### config.mk
export PLATFORM = sky130hd
export DESIGN_NAME = mem_access_ctrl_flat
export DESIGN_NICKNAME = d
export VERILOG_FILES = /design/src/rtl/mem_access_ctrl_pkg.sv /design/src/rtl/mem_access_ctrl_if.sv /design/src/rtl/mem_access_ctrl.sv /design/src/flat_wrapper.sv
export SDC_FILE = /design/constraint.sdc
export NUM_CORES = 1
export LEC_CHECK = 0
export CAP_MARGIN = 5
export CORE_ASPECT_RATIO = 0.6
export CORE_MARGIN = 2
export CORE_UTILIZATION = 40
export CTS_CLUSTER_DIAMETER = 40
export DETAILED_ROUTE_END_ITERATION = 16
export PLACE_DENSITY_LB_ADDON = 0.25
export SLEW_MARGIN = 40
export SYNTH_ARGS = -nofsm -noshare
export SYNTH_HDL_FRONTEND = slang
export SYNTH_SLANG_ARGS = --single-unit
### constraint.sdc
create_clock -name clk -period 1.9 [get_ports clk]
set_clock_uncertainty 0.1 [all_clocks]
set_input_delay 0.19 -clock clk [delete_from_list [all_inputs] [get_ports clk]]
set_output_delay 0.19 -clock clk [all_outputs]
set_load 0.03 [all_outputs]
### src/rtl/mem_access_ctrl_pkg.sv
// Shared definitions for the CPU-to-RAM access controller: bus widths,
// the controller state encoding and a wrapping counter helper.
package mem_ctrl_pkg;

    localparam int ADDR_W = 7;
    localparam int DATA_W = 16;
    localparam int CNT_W  = 16;

    // Controller phases: wait for a request, pulse the RAM strobe,
    // take the read data, present the response.
    typedef enum logic [1:0] {
        IDLE    = 2'd0,
        ISSUE   = 2'd1,
        CAPTURE = 2'd2,
        RESP    = 2'd3
    } state_e;

    // Completed-transaction counter step; wraps from all-ones to zero.
    function automatic logic [CNT_W-1:0] count_next(input logic [CNT_W-1:0] cnt);
        return cnt + 16'd1;
    endfunction

endpackage

### src/rtl/mem_access_ctrl_if.sv
// CPU-side request/response channel of the memory access controller.
// The master modport is the requesting CPU, the slave modport the controller.
interface mem_access_ctrl_if;
    import mem_ctrl_pkg::*;

    logic                     req_valid;
    logic                     req_ready;
    logic                     req_we;
    logic [ADDR_W-1:0]        req_addr;
    logic signed [DATA_W-1:0] req_wdata;

    logic                     resp_valid;
    logic                     resp_ready;
    logic                     resp_we;
    logic signed [DATA_W-1:0] resp_rdata;

    modport master (
        output req_valid,
        input  req_ready,
        output req_we,
        output req_addr,
        output req_wdata,
        input  resp_valid,
        output resp_ready,
        input  resp_we,
        input  resp_rdata
    );

    modport slave (
        input  req_valid,
        output req_ready,
        input  req_we,
        input  req_addr,
        input  req_wdata,
        output resp_valid,
        input  resp_ready,
        output resp_we,
        output resp_rdata
    );

endinterface

### src/rtl/mem_access_ctrl.sv
// Single-port RAM access controller. Accepts one CPU load/store at a time,
// pulses the RAM read or write strobe for exactly one cycle, captures load
// data one cycle later (RAM has a registered output) and holds the response
// until the CPU consumes it. Every output comes straight from a flop, so
// neither req_valid nor resp_ready reaches an output combinationally.
module mem_access_ctrl
    import mem_ctrl_pkg::*;
(
    input  logic                     clk,
    input  logic                     rst_n,
    mem_access_ctrl_if.slave         cpu,
    output logic [ADDR_W-1:0]        mem_address,
    output logic                     mem_rd,
    output logic                     mem_wr,
    output logic signed [DATA_W-1:0] mem_wdata,
    input  logic signed [DATA_W-1:0] mem_rdata,
    output logic [CNT_W-1:0]         access_count
);

    state_e                   r_state;
    state_e                   w_next_state;
    logic                     w_accept;
    logic                     w_capture;
    logic                     w_complete;

    logic                     r_req_ready;
    logic                     r_resp_valid;
    logic                     r_resp_we;
    logic signed [DATA_W-1:0] r_resp_rdata;
    logic                     r_mem_rd;
    logic                     r_mem_wr;
    logic [ADDR_W-1:0]        r_mem_address;
    logic signed [DATA_W-1:0] r_mem_wdata;
    logic                     r_we;
    logic [CNT_W-1:0]         r_access_count;

    assign cpu.req_ready  = r_req_ready;
    assign cpu.resp_valid = r_resp_valid;
    assign cpu.resp_we    = r_resp_we;
    assign cpu.resp_rdata = r_resp_rdata;
    assign mem_address    = r_mem_address;
    assign mem_rd         = r_mem_rd;
    assign mem_wr         = r_mem_wr;
    assign mem_wdata      = r_mem_wdata;
    assign access_count   = r_access_count;

    // Next-state decode and the one-cycle event strobes for accept/capture/complete.
    always_comb begin
        w_next_state = r_state;
        w_accept     = 1'b0;
        w_capture    = 1'b0;
        w_complete   = 1'b0;
        case (r_state)
            IDLE: begin
                if (cpu.req_valid && r_req_ready) begin
                    w_next_state = ISSUE;
                    w_accept     = 1'b1;
                end else begin
                    w_next_state = IDLE;
                end
            end
            ISSUE: begin
                // Stores have nothing to wait for; loads need the RAM output cycle.
                if (r_we) begin
                    w_next_state = RESP;
                end else begin
                    w_next_state = CAPTURE;
                end
            end
            CAPTURE: begin
                w_next_state = RESP;
                w_capture    = 1'b1;
            end
            RESP: begin
                if (cpu.resp_ready) begin
                    w_next_state = IDLE;
                    w_complete   = 1'b1;
                end else begin
                    w_next_state = RESP;
                end
            end
            default: begin
                w_next_state = IDLE;
            end
        endcase
    end

    // State register.
    always_ff @(posedge clk or negedge rst_n) begin
        if (!rst_n) begin
            r_state <= IDLE;
        end else begin
            r_state <= w_next_state;
        end
    end

    // Handshake and RAM strobes, registered from the next state so they line up with it.
    always_ff @(posedge clk or negedge rst_n) begin
        if (!rst_n) begin
            r_req_ready  <= 1'b1;
            r_resp_valid <= 1'b0;
            r_mem_rd     <= 1'b0;
            r_mem_wr     <= 1'b0;
        end else begin
            r_req_ready  <= (w_next_state == IDLE);
            r_resp_valid <= (w_next_state == RESP);
            r_mem_rd     <= w_accept & ~cpu.req_we;
            r_mem_wr     <= w_accept &  cpu.req_we;
        end
    end

    // Request capture; address/data stay put between transactions.
    always_ff @(posedge clk or negedge rst_n) begin
        if (!rst_n) begin
            r_we          <= 1'b0;
            r_resp_we     <= 1'b0;
            r_mem_address <= 7'd0;
            r_mem_wdata   <= 16'sd0;
        end else if (w_accept) begin
            r_we          <= cpu.req_we;
            r_resp_we     <= cpu.req_we;
            r_mem_address <= cpu.req_addr;
            r_mem_wdata   <= cpu.req_wdata;
        end else begin
            r_we          <= r_we;
            r_resp_we     <= r_resp_we;
            r_mem_address <= r_mem_address;
            r_mem_wdata   <= r_mem_wdata;
        end
    end

    // Load data is valid on the RAM output during CAPTURE; stores leave it unchanged.
    always_ff @(posedge clk or negedge rst_n) begin
        if (!rst_n) begin
            r_resp_rdata <= 16'sd0;
        end else if (w_capture) begin
            r_resp_rdata <= mem_rdata;
        end else begin
            r_resp_rdata <= r_resp_rdata;
        end
    end

    // Completed-transaction counter, stepped when the CPU takes a response.
    always_ff @(posedge clk or negedge rst_n) begin
        if (!rst_n) begin
            r_access_count <= 16'd0;
        end else if (w_complete) begin
            r_access_count <= count_next(r_access_count);
        end else begin
            r_access_count <= r_access_count;
        end
    end

endmodule
### src/flat_wrapper.sv
// flat-port wrapper written by rule: the top's interface ports become plain ports
module mem_access_ctrl_flat import mem_ctrl_pkg::*;
  (clk, rst_n, mem_address, mem_rd, mem_wr, mem_wdata, mem_rdata, access_count, cpu_req_valid, cpu_req_ready, cpu_req_we, cpu_req_addr, cpu_req_wdata, cpu_resp_valid, cpu_resp_ready, cpu_resp_we, cpu_resp_rdata);
  mem_access_ctrl_if cpu_i ();
  input  logic clk;
  input  logic rst_n;
  output logic [ADDR_W-1:0] mem_address;
  output logic mem_rd;
  output logic mem_wr;
  output logic signed [DATA_W-1:0] mem_wdata;
  input  logic signed [DATA_W-1:0] mem_rdata;
  output logic [CNT_W-1:0] access_count;
  input wire logic [$bits(cpu_i.req_valid)-1:0] cpu_req_valid;
  output wire logic [$bits(cpu_i.req_ready)-1:0] cpu_req_ready;
  input wire logic [$bits(cpu_i.req_we)-1:0] cpu_req_we;
  input wire logic [$bits(cpu_i.req_addr)-1:0] cpu_req_addr;
  input wire logic [$bits(cpu_i.req_wdata)-1:0] cpu_req_wdata;
  output wire logic [$bits(cpu_i.resp_valid)-1:0] cpu_resp_valid;
  input wire logic [$bits(cpu_i.resp_ready)-1:0] cpu_resp_ready;
  output wire logic [$bits(cpu_i.resp_we)-1:0] cpu_resp_we;
  output wire logic [$bits(cpu_i.resp_rdata)-1:0] cpu_resp_rdata;
  assign cpu_i.req_valid = cpu_req_valid;
  assign cpu_req_ready = cpu_i.req_ready;
  assign cpu_i.req_we = cpu_req_we;
  assign cpu_i.req_addr = cpu_req_addr;
  assign cpu_i.req_wdata = cpu_req_wdata;
  assign cpu_resp_valid = cpu_i.resp_valid;
  assign cpu_i.resp_ready = cpu_resp_ready;
  assign cpu_resp_we = cpu_i.resp_we;
  assign cpu_resp_rdata = cpu_i.resp_rdata;
  mem_access_ctrl u_core (.clk(clk), .rst_n(rst_n), .cpu(cpu_i), .mem_address(mem_address), .mem_rd(mem_rd), .mem_wr(mem_wr), .mem_wdata(mem_wdata), .mem_rdata(mem_rdata), .access_count(access_count));
endmodule
==> impl_results.rst, run 1 <==
.. list-table::
   :header-rows: 1

   * - Metric
     - Value
   * - Number of flops mapped to enable cells by yosys
     - 0
   * - Sequential-to-total area share from yosys stat
     - 0.637
   * - Worst min path class
     - in -> async
   * - Synthesized instance count
     - 162
   * - Peak supply drop
     - 788 µV
   * - Finished Cell Area
     - 3810 µm²
   * - Detailed router's first-iteration violation count
     - 47
   * - Top Ports
     - 104
   * - Clock transition at the registers of the reported paths
     - 70 ps
   * - Register-to-register setup slack
     - 360 ps
   * - Global-route usage over all layers
     - 0.177
   * - Final #Nets
     - 321
   * - Largest net degree at the start of global routing
     - 34
   * - Sum of routed wire segments on met1
     - 2590 µm
   * - Deepest level of the CTS H-tree
     - 3
   * - Total gr overflow
     - 0
   * - Mean number of vias per cell
     - 4.69
   * - Relative slew margins
     - 0.697
   * - Status
     - complete, no violations
   * - Post-layout min period
     - 1830 ps
   * - Synth top cells by count
     - sky130_fd_sc_hd__dfrtp_1, sky130_fd_sc_hd__mux2_2, sky130_fd_sc_hd__xnor2_1
   * - Die Width
     - 105 µm
   * - # Post-CTS Setup Buffers
     - 0
   * - Max stage delay cell, worst path
     - sky130_fd_sc_hd__clkdlybuf4s50_1
   * - Fraction of layout cells with a size suffix above 1
     - 0.242
   * - Worst setup path category
     - reg -> out
   * - Utilization of the core after routing
     - 0.665
   * - Insertion delay of the later-clocked pin in the worst-skew pair
     - 330 ps
   * - Number of port buffers
     - 103
   * - Startpoint type of the worst setup path
     - register
   * - Cell area after synthesis
     - 2440 µm²
   * - Total leakage power
     - 1.64 nW
   * - Sum of routed wire length over all layers
     - 5480 µm
   * - Site row count
     - 21
   * - Post-CTS resize count
     - 0
   * - Final period utilization
     - 0.961
   * - Met2 Wirelength
     - 2430 µm
   * - Buf/Inv on CP
     - 1
   * - Full die area
     - 6750 µm²
   * - Proportion of netlist area held by the largest area contributor
     - 0.626
   * - Maximum cell stage delay along the critical path
     - 720 ps
   * - Average size of a mapped cell
     - 15.0 µm²
   * - Area growth from synthesis to layout
     - 56.4%
   * - Routed WL per cell
     - 15.2 µm
   * - Maximum buffer depth of the clock tree
     - 2
   * - Setup Viol. Count Final
     - 0
   * - Critical-path cell list
     - clkdlybuf4s50_1
   * - Critical path fanouts, max
     - 5
   * - Leading post-synthesis cells by cell area
     - sky130_fd_sc_hd__dfrtp_1, sky130_fd_sc_hd__mux2_2, sky130_fd_sc_hd__xnor2_1
   * - Arrival time at the worst endpoint
     - 1540 ps
   * - Pwr per Cell Area
     - 1670 nW/µm²
   * - Flip-flop and latch count after synthesis
     - 62
   * - Net count after synthesis
     - 207
   * - Yosys warnings
     - 0
   * - Highest routing layer actually used
     - met4
   * - Number of inserted diodes
     - 0
   * - Total negative setup slack
     - 0 ps
   * - Clock sink total
     - 62
   * - Gpl congestion
     - 0.748
   * - Prevailing post-synth register cell
     - sky130_fd_sc_hd__dfrtp_1
   * - Final Hold Violating Endpoints
     - 0
   * - Worst path required time
     - 1610 ps
   * - Die height
     - 64.5 µm
   * - Most used standard cell by instance count after synthesis
     - sky130_fd_sc_hd__dfrtp_1
   * - CTS buffer count
     - 9
   * - Routed length on met3
     - 378 µm
   * - Number of max-cap violations
     - 0
   * - Filler instances
     - 477
   * - Wire length of the first global-routing pass
     - 8890 µm
   * - Synth area leader
     - sky130_fd_sc_hd__dfrtp_1
   * - Worst Setup End Kind
     - output port
   * - Post-route ant nets
     - 0
   * - Detailed-placement wirelength estimate
     - 4000 µm
   * - Initial core utilization
     - 0.426
   * - Ys async rst share
     - 1.00
   * - Count of final max-slew check failures
     - 0
   * - Detailed-router iteration count before antenna repair
     - 4
   * - Finished Layout Cells
     - 361
   * - Root buffer selected by CTS
     - sky130_fd_sc_hd__clkbuf_8
   * - Yosys cell types
     - 27
   * - Vias in the first global route
     - 1,719
   * - DRC violation count after routing
     - 0
   * - Maximum achievable frequency
     - 548 MHz
   * - TritonCTS clock tree
     - built
   * - Measured slew at the worst slew-check pin
     - 455 ps
   * - Crit-path leading delay family
     - buffers and inverters
   * - Number of vias after detailed routing
     - 1,694
   * - Initial antenna violation count
     - 0
   * - DP Area
     - 3570 µm²
   * - Core region area
     - 5730 µm²
   * - RSZ-0062 raised after global routing
     - no
   * - Cell count after placement
     - 344
[worst paths after layout]
check | end | cells past startpoint | from
min in group clk | u_core.mem_rd$_DFF_PN0_ | 2 | cpu_req_we
worst max-delay path | access_count[2] | 1 | u_core.access_count[2]$_DFFE_PN0P_
worst min register to register | u_core.access_count[15]$_DFFE_PN0P_ | 1 | u_core.access_count[15]$_DFFE_PN0P_
worst min-delay path | u_core.cpu.resp_rdata[10]$_DFFE_PN0N_ | 2 | rst_n
max in group asynchronous | u_core.cpu.req_ready$_DFF_PN1_ | 3 | rst_n
worst max register to register | u_core.mem_wdata[10]$_DFFE_PN0P_ | 4 | u_core.r_state[1]$_DFF_PN0_
[layout make-up]
type	count	area (µm²)	area share
clock buffer	12	135	0.0355
clock inverter	4	95.1	0.0250
inverter	2	7.51	0.00197
multi-input combinational	92	822	0.216
sequential	62	1550	0.407
tap	80	100	0.0263
timing repair buffer	109	1100	0.288
[through the flow]
stage	setup WS (ps)	hold WS (ps)	total power, mW
after floorplan	298	-206	3.80
after global placement	181	57.5	5.02
after detailed placement	146	62.7	5.07
after CTS	42.8	248	6.46
after global routing	28.2	266	6.70
final	73.6	255	6.37
[layout by cell type (no fill, tap or decap), drive strengths merged]
master / count
ha: 1
clkinv: 1
xnor2: 8
clkbuf: 12
and4: 1
clkdlybuf4s50: 102
nor3: 4
nand4: 2
inv: 2
nor4: 1
mux2: 41
and3: 4
dfstp: 1
nor2b: 1
xor2: 7
bufinv: 3
or2: 1
a21oi: 1
nor2: 7
and2: 1
nand2b: 1
buf: 6
dfrtp: 61
nand3: 4
nand2: 7
dlygate4sd3: 1
[sequential cells by signal, indices dropped and copies added, names as in the netlist, 2 cells and up]
register	count
u_core.mem_wdata	16
u_core.mem_address	7
u_core.r_state	2
u_core.cpu.resp_rdata	16
u_core.access_count	16
[power breakdown]
part / internal (mW) / switching [mW]
logic: 1.38 / 1.51
clock network: 0.871 / 0.479
registers: 1.83 / 0.310
total: 4.08 / 2.29
[what timing repair did]
| item | in CTS | in global routing |
|---|---|---|
| hold buffers | 1 | 0 |
| endpoints found under the hold margin | 17 | 0 |
| setup endpoints to repair | 0 | 0 |
[logic make-up (layout without fill, tap and decap cells)]
logic type	count (synthesis)	count (layout)	synth area share
flops	62	62	0.637
simple gates	34	34	0.0837
buf+inv	8	127	0.0257
mux	41	41	0.193
compound gates	1	1	0.00205
fa+ha+maj	1	1	0.00513
xor+xnor	15	15	0.0539
[metal layers]
layer  track usage  vias to the layer above
li1              -                      790
met1         0.238                      833
met2         0.257                       63
met3        0.0724                        8
met4        0.0700                        0
met5             0                        -
No activity file was read; power rests on OpenSTA's default activity.
==> inputs of run 2 (changes only) <==
Settings changed: CTS_CLUSTER_DIAMETER 40 to not set, CTS_CLUSTER_SIZE set to 20, SKIP_LAST_GASP set to 1.
==> results of run 2 <==
No change in the layout: final DEF, timing and power equal those of run 1.
